<file path="src/rtl/oh_7seg_scan.sv">
// Time-multiplexed N-digit common-anode 7-segment driver with a tear-free double-buffered image.
// Define OH_7SEG_HEX_EN to decode codes 10..15 as A,b,C,d,E,F instead of blank.
module oh_7seg_scan #(
  parameter int N   = 4,
  parameter int DIV = 1000
) (
  input  logic           clk,
  input  logic           nreset,
  input  logic           en,
  input  logic           load,
  input  logic [4*N-1:0] data,
  input  logic [N-1:0]   dp,
  input  logic [N-1:0]   blank,
  output logic [6:0]     seg,
  output logic           dpo,
  output logic [N-1:0]   an,
  output logic           frame_done
);

  localparam int PW = (DIV > 1) ? $clog2(DIV) : 1;
  localparam int IW = (N > 1) ? $clog2(N) : 1;
  localparam logic [PW-1:0] PMAX = PW'(DIV - 1);
  localparam logic [IW-1:0] IMAX = IW'(N - 1);

  typedef struct packed {
    logic [N-1:0][3:0] dig;
    logic [N-1:0]      dp;
    logic [N-1:0]      blank;
  } img_t;

  localparam img_t IMG_RST = img_t'({{(5*N){1'b0}}, {N{1'b1}}});

  img_t          shadow, active, din;
  logic          pend;
  logic [PW-1:0] pcnt;
  logic [IW-1:0] idx;
  logic          tick, wrap;
  logic [3:0]    cur_dig;
  logic          cur_dp, cur_bl;
  logic [N-1:0]  an_nx;

  assign din  = {data, dp, blank};
  assign tick = en && (pcnt == PMAX);
  assign wrap = tick && (idx == IMAX);

  function automatic logic [6:0] dec7(input logic [3:0] c);
    case (c)
      4'h0: dec7 = 7'b0000001;
      4'h1: dec7 = 7'b1001111;
      4'h2: dec7 = 7'b0010010;
      4'h3: dec7 = 7'b0000110;
      4'h4: dec7 = 7'b1001100;
      4'h5: dec7 = 7'b0100100;
      4'h6: dec7 = 7'b0100000;
      4'h7: dec7 = 7'b0001111;
      4'h8: dec7 = 7'b0000000;
      4'h9: dec7 = 7'b0001100;
`ifdef OH_7SEG_HEX_EN
      4'hA: dec7 = 7'b0001000;
      4'hB: dec7 = 7'b1100000;
      4'hC: dec7 = 7'b0110001;
      4'hD: dec7 = 7'b1000010;
      4'hE: dec7 = 7'b0110000;
      4'hF: dec7 = 7'b0111000;
`endif
      default: dec7 = 7'b1111111;
    endcase
  endfunction

  always_ff @(posedge clk or negedge nreset) begin
    if (!nreset) begin
      pcnt <= '0;
      idx  <= '0;
    end else if (tick) begin
      pcnt <= '0;
      idx  <= (idx == IMAX) ? '0 : idx + IW'(1);
    end else if (en) begin
      pcnt <= pcnt + PW'(1);
    end
  end

  // Dark or wrapping: nothing visible can tear, so the load goes straight to active.
  always_ff @(posedge clk or negedge nreset) begin
    if (!nreset) begin
      shadow <= IMG_RST;
      active <= IMG_RST;
      pend   <= 1'b0;
    end else if (load && (!en || wrap)) begin
      shadow <= din;
      active <= din;
      pend   <= 1'b0;
    end else if (load) begin
      shadow <= din;
      pend   <= 1'b1;
    end else if (wrap && pend) begin
      active <= shadow;
      pend   <= 1'b0;
    end
  end

  for (genvar g = 0; g < N; g++) begin : g_an
    assign an_nx[g] = (idx != IW'(g));
  end

  always_comb begin
    cur_dig = '0;
    cur_dp  = 1'b0;
    cur_bl  = 1'b1;
    for (int i = 0; i < N; i++) begin
      if (idx == IW'(i)) begin
        cur_dig = active.dig[i];
        cur_dp  = active.dp[i];
        cur_bl  = active.blank[i];
      end
    end
  end

  always_ff @(posedge clk or negedge nreset) begin
    if (!nreset) begin
      seg        <= 7'h7F;
      dpo        <= 1'b1;
      an         <= '1;
      frame_done <= 1'b0;
    end else begin
      frame_done <= wrap;
      if (!en) begin
        seg <= 7'h7F;
        dpo <= 1'b1;
        an  <= '1;
      end else begin
        seg <= cur_bl ? 7'h7F : dec7(cur_dig);
        dpo <= cur_bl | ~cur_dp;
        an  <= an_nx;
      end
    end
  end

endmodule

</file>
<file path="config.mk">
export PLATFORM = sky130hd
export DESIGN_NAME = oh_7seg_scan
export DESIGN_NICKNAME = d
export VERILOG_FILES = /design/src/rtl/oh_7seg_scan.sv
export SDC_FILE = /design/constraint.sdc
export NUM_CORES = 1
export LEC_CHECK = 0
export CAP_MARGIN = 20
export CORE_ASPECT_RATIO = 0.5
export CORE_UTILIZATION = 45
export CTS_CLUSTER_DIAMETER = 50
export DETAILED_ROUTE_END_ITERATION = 8
export PLACE_DENSITY = 0.67
export SETUP_SLACK_MARGIN = 0.15
export SYNTH_ARGS = -nofsm -noshare
export SYNTH_HDL_FRONTEND = slang
export SYNTH_SLANG_ARGS = --single-unit
</file>
<file path="constraint.sdc">
create_clock -name clk -period 3.4 [get_ports clk]
set_input_delay 0.68 -clock clk [delete_from_list [all_inputs] [get_ports clk]]
set_output_delay 0.68 -clock clk [all_outputs]
set_load 0.02 [all_outputs]
</file>
==> results.cfg <==
[drt]
drcViolationCount = 0
antenna_left = 0
drt_iter0_markers = 177
wl_um = 7140
viasPerCell = 5.45
first_pass_iters = 4
wl_per_cell_um = 15.2
vias = 2561

[critical_path]
worstPathRequired_ps = 3600
cpMostUsedCell = nand2_1
crit_chain = clkdlybuf4s50_1, nand3_1, nor4_4, nand2_1, nand2_1, a31oi_1
path_buf_inv = 1
slowest_stage = nand2_1
cp_top_family = simple AND/OR/NAND/NOR gates
setup.worst_path.start_class = input port
path_max_fanout = 24
worstPathArrival_ps = 2600
cp-end-kind = register
critPathKind = in2reg
critical-path-max-stage-delay_ps = 520

[timing]
worst_clock_skew_ps = 6.36
maxSlewViolCount = 0
worst_pin_slew_ps = 828
max_freq_mhz = 417
period_minus_slack_ps = 2400
rsz0062_at_grt = no
slew_headroom_pct = 44.8
hold_viol = 0
fin_crit_sh_pct = 70.6
finalSetupTns_ps = 0
setup_viol = 0

[floorplanning]
initial_core_util_pct = 46.7
ioPinCount = 41
core-area_mm2 = 0.00738
die_area_mm2 = 0.00803
die_h_um = 63.9
num_rows = 22
die_w_um = 126

[logic_synthesis]
synth_seq_cells = 74
avgSynthCellArea_um2 = 10.5
synth_top_family_by_area = simple AND/OR/NAND/NOR gates
yosysUniqueCellTypes = 46
synthSimpleGateAreaFrac_pct = 17.4
synth_edf_count = 0
synth_mux_area_share_pct = 9.08
syn_inst = 328
async_flop_share_pct = 100
yosys.area.top_type = dfrtp_1
synthAdderAreaFrac_pct = 3.63
synth.most_common_cell = nand2_1
yosys.area.top_type_share_pct = 39.2
synth_flop_cell = dfrtp_1
yosys_warnings = 0
synth_common_cells = 69 x nand2_1, 54 x dfrtp_1, 33 x nor2_1
synth_compound_area_share_pct = 10.8
yosysSeqAreaShare_pct = 54.5
synth-xor-area-share_pct = 1.53
synth_top_cells_by_area = dfrtp_1 39%, dfstp_2 15%, mux2_2 8.2%
synthesis.nets = 366
synth_area_mm2 = 0.00344

[status]
outcome = completed

[global_route]
grt_antenna_before_repair = 0
grt_overflow = 0
grt.total_usage_pct = 20.3
grt_pass1_wl_um = 12400
grt_max_degree = 49
grt_pass1_vias = 2574

[power_and_ir_drop]
cellLeakagePower_nw = 1.79
finalPower_mw = 2.35
vdd_drop_max_mv = 0.263
power_density_mw_per_mm2 = 556

[cells_and_area]
area_growth_pct = 22.9
drive_gt1_share_pct = 21.4
nNetsFinal = 407
diodes = 0
fin_area_mm2 = 0.00423

[clock_network]
clk_latency_ps = 340
cts_buffer_depth = 2
clk_pin_slew_ps = 60
h-tree-depth = 3
clock_sinks = 74
cts_setup_buffers = 0
cts.repair.resized = 0
tritoncts = done
numCtsBuffers = 9
cts_hold_buffers = 0
clock-root-buffer = clkbuf_16

[flow_run]
cap_violations = 0

[placement]
gp_congestion = 0.782
place.port_buffers = 40
placedInstanceArea_mm2 = 0.00393
dp_hpwl_um = 4980

[hold_path]
min_path_type = in2async
-- path summary, 6_finish.rpt --
path,start,endpoint,slack (ps),cells past startpoint
max in group asynchronous,nreset,shadow[2],2220,2
max reg2reg,idx[0],active[14],1010,6
max,en,active[14],1000,6
min,nreset,shadow[22],440,1
min in group clk,active[1],active[1],490,2
min reg2reg,active[1],active[1],490,2
-- cell families after synthesis --
| group | Yosys count |
|---|---|
| DFF | 74 |
| AOI/OAI and AO/OA | 55 |
| and+or+nand+nor | 133 |
| xor gates and xnor gates | 6 |
| adders and majority gates | 10 |
| buffers and inverters | 22 |
| muxes | 28 |
-- cells in the final DEF (no fill, tap or decap), types with 5 or more instances in the layout --
| cell | instances |
|---|---|
| a21oi_1 | 7 |
| dfstp_2 | 20 |
| mux2_2 | 25 |
| o21ai_0 | 6 |
| nor2_1 | 33 |
| nand2_1 | 69 |
| clkdlybuf4s50_1 | 39 |
| ha_1 | 10 |
| inv_1 | 5 |
| a31oi_1 | 27 |
| buf_4 | 5 |
| dfrtp_1 | 54 |
| clkbuf_16 | 9 |
-- state kept, by name, summed over array words and instances, names as in the netlist --
| register | cells |
|---|---|
| seg | 7 |
| frame_done | 1 |
| idx | 2 |
| pend | 1 |
| pcnt | 10 |
| an | 4 |
| dpo | 1 |
| active | 24 |
| shadow | 24 |
-- layout make-up --
cell class,count,area [um^2]
fillers,638,3140
flip-flops and latches,74,1880
multi-input cells,232,1460
repair buffers,46,453
clock buffers,13,280
well taps,96,120
inverters,6,22.5
clock inverters,3,21.3
-- metal layers --
metal / share of wire, % / track usage, % / vias to the layer above / routed length [um]
li1: - / - / 1219 / -
met1: 47 / 25.3 / 1287 / 3370
met2: 46 / 33.1 / 42 / 3320
met3: 4.5 / 6.28 / 13 / 320
met4: 1.8 / 8.89 / 0 / 130
met5: 0 / 0 / - / 0
-- worst register-to-register path: stages (launching register included) --
cell	delay, ps
dfrtp_1	380
ha_1	390
inv_2	200
nor4_4	410
nand2_1	520
nand2_1	250
a31oi_1	100
-- through the flow --
| stage | instances | hold slack, ps | util (%) | worst slack [ps] |
|---|---|---|---|---|
| 4_1_cts | 470 | 466 | 57.4 | 976 |
| 2_1_floorplan | 328 | 384 | - | 1370 |
| 5_1_grt | 470 | 506 | 57.4 | 722 |
| 3_5_place_dp | 454 | 483 | 53.3 | 630 |
| 3_3_place_gp | 454 | 487 | 53.3 | 736 |
| 6_report | 470 | 442 | 57.4 | 1000 |
-- report_power, final --
group / switching, mW / leakage, nW / internal [mW]
Sequential: 0.0955 / 0.836 / 1.01
Clock: 0.360 / 0.148 / 0.573
Combinational: 0.156 / 0.804 / 0.163
Total: 0.612 / 1.79 / 1.74
(Power assumes the default switching activity.)
